**src/rtl/panel_cmd_sequencer_if.sv**
```systemverilog
// rtl/panel_cmd_sequencer_if.sv - momentary command valid/ready handshake to the panel controller
interface panel_cmd_sequencer_if;
  logic       cmd_valid;
  logic [3:0] cmd_code;
  logic       cmd_ready;

  modport master (output cmd_valid, output cmd_code, input cmd_ready);
  modport slave  (input cmd_valid, input cmd_code, output cmd_ready);
endinterface

```
**src/rtl/panel_cmd_sequencer.sv**
```systemverilog
// rtl/panel_cmd_sequencer.sv - cursor actions to latched switches and held momentary command pulses
module panel_cmd_sequencer #(
  parameter int                           SWITCHES_ST_COUNT  = 18,
  parameter int                           SWITCHES_MAX_INDEX = 24,
  parameter int                           MIN_HOLD           = 16,
  parameter logic [SWITCHES_ST_COUNT-1:0] SW_RESET           = '0
) (
  input  logic                          clk,
  input  logic                          reset_n,
  input  logic [4:0]                    cursor_index,
  input  logic [1:0]                    cursor_action,
  output logic [SWITCHES_ST_COUNT-1:0]  switches,
  panel_cmd_sequencer_if.master         cmd,
  output logic [SWITCHES_MAX_INDEX-SWITCHES_ST_COUNT:0] mom_up,
  output logic [SWITCHES_MAX_INDEX-SWITCHES_ST_COUNT:0] mom_dn,
  output logic                          busy,
  output logic                          cmd_dropped
);
  localparam int         MOM_N = SWITCHES_MAX_INDEX - SWITCHES_ST_COUNT + 1;
  localparam int         CW    = (MIN_HOLD > 1) ? $clog2(MIN_HOLD) : 1;
  localparam logic [4:0] ST5   = 5'(SWITCHES_ST_COUNT);
  localparam logic [4:0] MAX5  = 5'(SWITCHES_MAX_INDEX);

  typedef enum logic [1:0] {S_IDLE, S_REQ, S_HOLD} state_t;

  state_t                          r_state;
  logic [1:0]                      r_prev_action;
  logic [SWITCHES_ST_COUNT-1:0]    r_sw;
  logic                            r_cmd_valid;
  logic [3:0]                      r_cmd_code;
  logic                            r_pend_vld;
  logic [3:0]                      r_pend_code;
  logic [CW-1:0]                   r_cnt;
  logic [MOM_N-1:0]                r_mom_up;
  logic [MOM_N-1:0]                r_mom_dn;
  logic                            r_dropped;

  logic                            w_event;
  logic                            w_is_tog;
  logic                            w_new_cmd;
  logic [3:0]                      w_new_code;
  logic                            w_hold_exit;
  logic [MOM_N-1:0]                w_mom_sel;

  // 11 is a cursor move; only a change into a real action counts as an event
  assign w_event     = (cursor_action != r_prev_action) && (cursor_action != 2'b11);
  assign w_is_tog    = w_event && (cursor_index < ST5);
  assign w_new_cmd   = w_event && (cursor_index >= ST5) && (cursor_index <= MAX5)
                       && (cursor_action != 2'b00);
  assign w_new_code  = {3'(cursor_index - ST5), cursor_action == 2'b10};
  assign w_hold_exit = (r_state == S_HOLD) && (r_cnt == '0);
  assign w_mom_sel   = MOM_N'(1) << r_cmd_code[3:1];

  always_ff @(posedge clk or negedge reset_n) begin
    if (!reset_n) begin
      r_prev_action <= 2'b11;
      r_sw          <= SW_RESET;
    end else begin
      r_prev_action <= cursor_action;
      if (w_is_tog) begin
        if (cursor_action == 2'b01)
          r_sw[cursor_index] <= 1'b1;
        else if (cursor_action == 2'b00)
          r_sw[cursor_index] <= 1'b0;
      end
    end
  end

  always_ff @(posedge clk or negedge reset_n) begin
    if (!reset_n) begin
      r_state     <= S_IDLE;
      r_cmd_valid <= 1'b0;
      r_cmd_code  <= '0;
      r_pend_vld  <= 1'b0;
      r_pend_code <= '0;
      r_cnt       <= '0;
      r_mom_up    <= '0;
      r_mom_dn    <= '0;
      r_dropped   <= 1'b0;
    end else begin
      if (w_new_cmd && (r_state != S_IDLE)) begin
        if (!r_pend_vld) begin
          r_pend_vld  <= 1'b1;
          r_pend_code <= w_new_code;
        end else if (!w_hold_exit) begin
          r_dropped <= 1'b1;
        end
      end
      case (r_state)
        S_IDLE: begin
          if (r_pend_vld) begin
            r_cmd_code  <= r_pend_code;
            r_cmd_valid <= 1'b1;
            r_state     <= S_REQ;
            r_pend_vld  <= w_new_cmd;
            r_pend_code <= w_new_code;
          end else if (w_new_cmd) begin
            r_cmd_code  <= w_new_code;
            r_cmd_valid <= 1'b1;
            r_state     <= S_REQ;
          end
        end
        S_REQ: begin
          if (cmd.cmd_ready) begin
            r_cmd_valid <= 1'b0;
            r_mom_up    <= r_cmd_code[0] ? '0 : w_mom_sel;
            r_mom_dn    <= r_cmd_code[0] ? w_mom_sel : '0;
            r_cnt       <= CW'(MIN_HOLD - 1);
            r_state     <= S_HOLD;
          end
        end
        S_HOLD: begin
          if (r_cnt == '0) begin
            r_mom_up <= '0;
            r_mom_dn <= '0;
            // full slot plus a new command: issue the queued one now so the new one has a home
            if (r_pend_vld && w_new_cmd) begin
              r_cmd_code  <= r_pend_code;
              r_cmd_valid <= 1'b1;
              r_pend_code <= w_new_code;
              r_state     <= S_REQ;
            end else begin
              r_state <= S_IDLE;
            end
          end else begin
            r_cnt <= r_cnt - CW'(1);
          end
        end
        default: r_state <= S_IDLE;
      endcase
    end
  end

  assign switches      = r_sw;
  assign cmd.cmd_valid = r_cmd_valid;
  assign cmd.cmd_code  = r_cmd_code;
  assign mom_up        = r_mom_up;
  assign mom_dn        = r_mom_dn;
  assign busy          = (r_state != S_IDLE) || r_pend_vld;
  assign cmd_dropped   = r_dropped;
endmodule
```
**src/flat_wrapper.sv**
```systemverilog
// flat-port wrapper written by rule: the top's interface ports become plain ports
module panel_cmd_sequencer_flat 
#(
  parameter int                           SWITCHES_ST_COUNT  = 18,
  parameter int                           SWITCHES_MAX_INDEX = 24,
  parameter int                           MIN_HOLD           = 16,
  parameter logic [SWITCHES_ST_COUNT-1:0] SW_RESET           = '0
)
  (clk, reset_n, cursor_index, cursor_action, switches, mom_up, mom_dn, busy, cmd_dropped, cmd_cmd_valid, cmd_cmd_code, cmd_cmd_ready);
  panel_cmd_sequencer_if cmd_i ();
  input  logic clk;
  input  logic reset_n;
  input  logic [4:0] cursor_index;
  input  logic [1:0] cursor_action;
  output logic [SWITCHES_ST_COUNT-1:0] switches;
  output logic [SWITCHES_MAX_INDEX-SWITCHES_ST_COUNT:0] mom_up;
  output logic [SWITCHES_MAX_INDEX-SWITCHES_ST_COUNT:0] mom_dn;
  output logic busy;
  output logic cmd_dropped;
  output wire logic [$bits(cmd_i.cmd_valid)-1:0] cmd_cmd_valid;
  output wire logic [$bits(cmd_i.cmd_code)-1:0] cmd_cmd_code;
  input wire logic [$bits(cmd_i.cmd_ready)-1:0] cmd_cmd_ready;
  assign cmd_cmd_valid = cmd_i.cmd_valid;
  assign cmd_cmd_code = cmd_i.cmd_code;
  assign cmd_i.cmd_ready = cmd_cmd_ready;
  panel_cmd_sequencer #(.SWITCHES_ST_COUNT(SWITCHES_ST_COUNT), .SWITCHES_MAX_INDEX(SWITCHES_MAX_INDEX), .MIN_HOLD(MIN_HOLD), .SW_RESET(SW_RESET)) u_core (.clk(clk), .reset_n(reset_n), .cursor_index(cursor_index), .cursor_action(cursor_action), .switches(switches), .cmd(cmd_i), .mom_up(mom_up), .mom_dn(mom_dn), .busy(busy), .cmd_dropped(cmd_dropped));
endmodule
```
**config.mk**
```make
export PLATFORM = sky130hd
export DESIGN_NAME = panel_cmd_sequencer_flat
export DESIGN_NICKNAME = d
export VERILOG_FILES = /design/src/rtl/panel_cmd_sequencer_if.sv /design/src/rtl/panel_cmd_sequencer.sv /design/src/flat_wrapper.sv
export SDC_FILE = /design/constraint.sdc
export NUM_CORES = 1
export LEC_CHECK = 0
export ABC_CLOCK_PERIOD_IN_PS = 2300
export CAP_MARGIN = 30
export CORE_MARGIN = 2
export CORE_UTILIZATION = 52
export CTS_CLUSTER_DIAMETER = 40
export DETAILED_ROUTE_END_ITERATION = 16
export PLACE_DENSITY = 0.91
export SLEW_MARGIN = 10
export SYNTH_ARGS = -nofsm -noshare
export SYNTH_HDL_FRONTEND = slang
export SYNTH_SLANG_ARGS = --single-unit
```
**constraint.sdc**
```tcl
create_clock -name clk -period 2.3 [get_ports clk]
set_clock_uncertainty 0.05 [all_clocks]
set_input_delay 0.46 -clock clk [delete_from_list [all_inputs] [get_ports clk]]
set_output_delay 0.46 -clock clk [all_outputs]
set_load 0.01 [all_outputs]
```
# Word-level counts from Yosys, hierarchy flattened
# Cells that the tools add are included.
# totals
register_bits,51
in_bits,10
output_inout_bits,39
wordCells,100
# classes
n_addsub,2
n_lt_le_gt_ge,5
eq_ne,11
shifts,1
muxes,40
n_bitwise,4
n_reduce_logical,26
# ops
op,n
$mux 4,11
$mux 18,2
$mux 7,5
$pmux 7 s2,2
$pmux 4 s2,3
$and 18x18->18,1
$not 18->18,1
$or 18x18->18,1
$reduce_and 3->1,4
$mux 1,10
$ne 2x2->1 const B,5
$reduce_bool 2->1,5
$logic_and 1x1->1,9
$mux 2,4
$shl 1x3->7 const A,1
$lt 5x6->1 const B,1
$pmux 2 s3,1
$demux 1 s5,1
$ge 5x1->1 const B,1
$ge 5x5->1 const B,1
$le 5x5->1 const B,1
$lt 5x5->1 const B,1
$reduce_and 5->1,1
$eq 2x1->1 const B,2
other kinds (13),15

# Logic depth before layout (Yosys ltp)
# Gate-level depths: netlist of the first run.
# logic_depth
depth_word,10
mapped_depth,9
depth_no_buf,8

# Least setup slack after synthesis of the first run
# OpenSTA, ideal clock, no wires.
# synth_path
path_type,input port to flip-flop
from,input port cursor_index[2]
to,register u_core.r_cmd_code[1] (netlist: u_core.cmd.cmd_code[1])
setup_ns,0.125
t_arrival_ns,1.748
required_ns,2.125
slack_ns,0.377
stages,8
n_path_buf,0
cell_sequence,inv_1 -> ha_1 -> nand2b_1 -> a21oi_2 -> o211a_4 -> nand3_2 -> a21o_4 -> mux2_4
# synth_via
elab_chain_cells,7
elab_cells_between_ends,9
cone_classes,order compare: 2; eq/ne: 2; reduce/logical: 5
# synth_rtl
element,line_no,rtl
"start, declared",flat_wrapper.sv:13,input logic [4:0] cursor_index;
$ge 5x5->1,panel_cmd_sequencer.sv:48,assign w_new_cmd = w_event && (cursor_index >= ST5) && (cursor_index <= MAX5)
$logic_and 1x1->1,panel_cmd_sequencer.sv:48,
$logic_and 1x1->1 (*),panel_cmd_sequencer.sv:48,
$logic_and 1x1->1 (*),panel_cmd_sequencer.sv:49,&& (cursor_action != 2'b00);
$logic_and 1x1->1,panel_cmd_sequencer.sv:117,if (r_pend_vld && w_new_cmd) begin
$ne 2x2->1 (no line),--,
$reduce_and 4->1 (no line) (*),--,
"end signal, assigned",panel_cmd_sequencer.sv:92,r_cmd_code <= r_pend_code;
"end signal, assigned",panel_cmd_sequencer.sv:98,r_cmd_code <= w_new_code;
"end signal, assigned",panel_cmd_sequencer.sv:118,r_cmd_code <= r_pend_code;
"end, declared",panel_cmd_sequencer.sv:30,logic [3:0] r_cmd_code;
# Mark *: on every way between the ends. The rest lies on a longest branch, timed or not.
# A chain may end at the register's enable or synchronous reset.

# Worst setup path after layout of the first run
# layout_path
from,register u_core.r_state[0]
to,output port busy
# layout_via
elab_chain_cells,2
# layout_rtl
element,line_no,rtl
"start, declared",panel_cmd_sequencer.sv:26,state_t r_state;
"start signal, assigned",panel_cmd_sequencer.sv:71,r_state <= S_IDLE;
"start signal, assigned",panel_cmd_sequencer.sv:94,r_state <= S_REQ;
"start signal, assigned",panel_cmd_sequencer.sv:100,r_state <= S_REQ;
$reduce_bool 2->1,panel_cmd_sequencer.sv:139,assign busy = (r_state != S_IDLE) || r_pend_vld;
$logic_or 1x1->1,panel_cmd_sequencer.sv:139,
"end, declared",flat_wrapper.sv:18,output logic busy;
# No other way between the ends.

==> metrics, run 1 <==
critical path type register to output pin; clock latency at the later pin of the worst-skew pair 0.31 ns; Max VDD drop 0.7108 mV; Slew @ Worst Pin 0.6281 ns; Tmin final 2.202 ns; post-synth cell types 52; Synth area leaders dfrtp_1 48%, mux2_2 9.3%, nand2_1 6.6%, a21oi_1 2.4%, o31ai_1 2.4%; routability cong. 0.7808; count leader, synth dfrtp_1; asr flop ratio synth 100.0%; Mapped Nets 248; Total Power 3359 µW; gr ovfl total 0; pre-CTS worst setup slack -0.1801 ns; Final Max Slew Viols 0; max_cap viols 0; setup ws final 0.09845 ns; Required @ worst endpoint 1.79 ns; Syn Std Cell Area 2549 µm²; Buffers on Ports 48; multi-input logic area 1174 µm²; Synth Warn # 0; number of buffers created by CTS 5; final instance area 3369 µm²; layout cells sized above 1 24.27%; Core Util, Final 71.34%; vias per cell 5.484; die width 74.01 µm; n_diodes 0; critical path fanouts, max 7; clock tree buffer depth 2; Total Nets Final 322; period utilization 95.72%; dpl cells 369; WP data arrival 1.69 ns; largest net degree at the start of global routing 52; FF+latch count, synth 51; CTS tree done; FILL cells 334; Core Box Area 4723 µm²; CTS clk-pin slew, worst paths 0.09 ns; area share of the largest cell type after synthesis 48.11%; RSZ-0062 raised after global routing false; Post-Layout Cell Count 376; Initial Util 53.96%; Hold Buf Count CTS 0; First DRT Iteration DRCs 191; crit end category output pin; first-pass detailed-route iteration total 4; final hold violations 0; Post-synth EDFFs 0; global-route wire length before repair 9749 µm; I/O pin count 49; top post-synthesis cells by count 49 x dfrtp_1, 45 x nand2_1, 21 x mux2_2; clk sink count 51; f_max 454.2 MHz; Syn-to-layout area delta 32.20%; remaining antenna violation count 0; status completed; final wirelength 5748 µm; placed instance area 3262 µm²; Post-synth top flop dfrtp_1; P_leak 0.001490 µW; # DRC 0; GRT Util Overall 23.24%; Setup crit start kind register; worst hold path class input port to async pin; Synth area leader dfrtp_1; wire length per cell 15.29 µm; H-tree level count 2; HPWL after detailed placement 4103 µm; Post-Synthesis Cells 235; final setup fails 0; sequential area share after synthesis 50.17%; Via Count 2062; vias in the first global route 2057; die area 5477 µm²; # rows 25; worst slew margin relative to its limit 58.13%; Avg Cell Area, Syn 10.85 µm²; register area 1279 µm²; Pwr Density 997.0 nW/µm²; initial antenna violation count 0; Die Height 74.01 µm; Clock Tree Root clkbuf_8
-- kinds of logic (layout without fill, tap and decap cells) --
family	Yosys count	count (layout)	synth area share, %
AND/OR/NAND/NOR	84	84	16.99
flip-flops	51	51	50.17
AO/OA/AOI/OAI	50	50	14.92
multiplexers	27	27	12.27
buffers and inverters	19	93	3.829
adder cells (fa/ha/maj)	3	3	1.473
XOR/XNOR	1	1	0.3437
-- repair_timing --
item,4_1_cts,5_1_grt
setup buffers,0,0
setup endpoints to repair,0,1
resized for setup,0,1
hold endpoints to repair,0,0
-- critical path, cell delays in order (launching register included) --
cell,delay (ns)
dfrtp_1,0.47
or3_1,0.41
clkdlybuf4s50_1,0.50
-- metrics by stage --
step                      setup TNS, ns  hold slack [ns]
final                                 0           0.1997
after global routing                  0           0.2429
after CTS                             0           0.2214
after detailed placement         -2.470           0.4173
after global placement           -1.325           0.4056
after floorplan                       0           0.1144
-- layer usage --
| metal | routed length [µm] | global-route usage (%) | vias to the layer above |
|---|---|---|---|
| li1 | - | - | 993 |
| met1 | 2576 | 30.87 | 1024 |
| met2 | 2905 | 38.29 | 40 |
| met3 | 201 | 4.607 | 5 |
| met4 | 65 | 7.879 | 0 |
| met5 | 0 | 0 | - |
-- cell usage in the layout (no fill, tap or decap), types with 2 or more instances in the layout --
master / count
nor3b_1: 4
buf_4: 29
mux2_4: 3
ha_1: 3
o21a_1: 2
inv_1: 9
or2_2: 2
mux2_2: 21
nor2_1: 4
o311ai_0: 2
o21ai_0: 8
or3_1: 3
nand2b_1: 5
nand3_1: 2
o31ai_1: 8
clkbuf_8: 5
dfrtp_1: 49
dfstp_2: 2
clkdlybuf4s50_1: 47
and3_1: 2
a21oi_1: 12
o41ai_1: 6
mux2i_1: 2
or4_1: 2
nand2_1: 45
nor3_1: 5
-- worst paths after layout --
| check | startpoint | to | slack (ns) | cells after the start |
|---|---|---|---|---|
| setup / recovery | u_core.r_state[0] | busy | 0.1 | 2 |
| hold / removal | reset_n | u_core.r_pend_code[3] | 0.20 | 2 |
| setup reg to reg | u_core.r_cnt[0] | u_core.r_pend_code[0] | 0.25 | 8 |
| hold reg to reg | u_core.mom_up[4] | u_core.mom_up[4] | 0.43 | 2 |
| max in group asynchronous | reset_n | u_core.cmd.cmd_code[0] | 1.57 | 2 |
| min in group clk | u_core.mom_up[4] | u_core.mom_up[4] | 0.43 | 2 |
-- area by class of cell --
cell class	count	share of cell area [%]
sequential	51	37.95
multi-input combinational	165	34.83
timing repair buffer	77	20.57
tap	67	2.488
clock buffer	5	2.042
clock inverter	2	1.114
inverter	9	1.003
-- where the power goes --
part	internal [µW]	switching (µW)	leakage [µW]	total, µW
Sequential	1160	224	0.000652	1380
Clock	318	299	0.0000502	618
Combinational	731	628	0.000787	1360
Total	2210	1150	0.00149	3360
Power figures use the tool's default switching activity.
==> run 2, diff against run 1 <==
--- a/config.mk
+++ b/config.mk
@@ -6,7 +6,7 @@
 export NUM_CORES = 1
 export LEC_CHECK = 0
 export ABC_CLOCK_PERIOD_IN_PS = 2300
-export CAP_MARGIN = 30
+export CAP_MARGIN = 10
 export CORE_MARGIN = 2
 export CORE_UTILIZATION = 52
 export CTS_CLUSTER_DIAMETER = 40
==> results of run 2 <==
Final layout, timing and power as in run 1 (identical DEF).
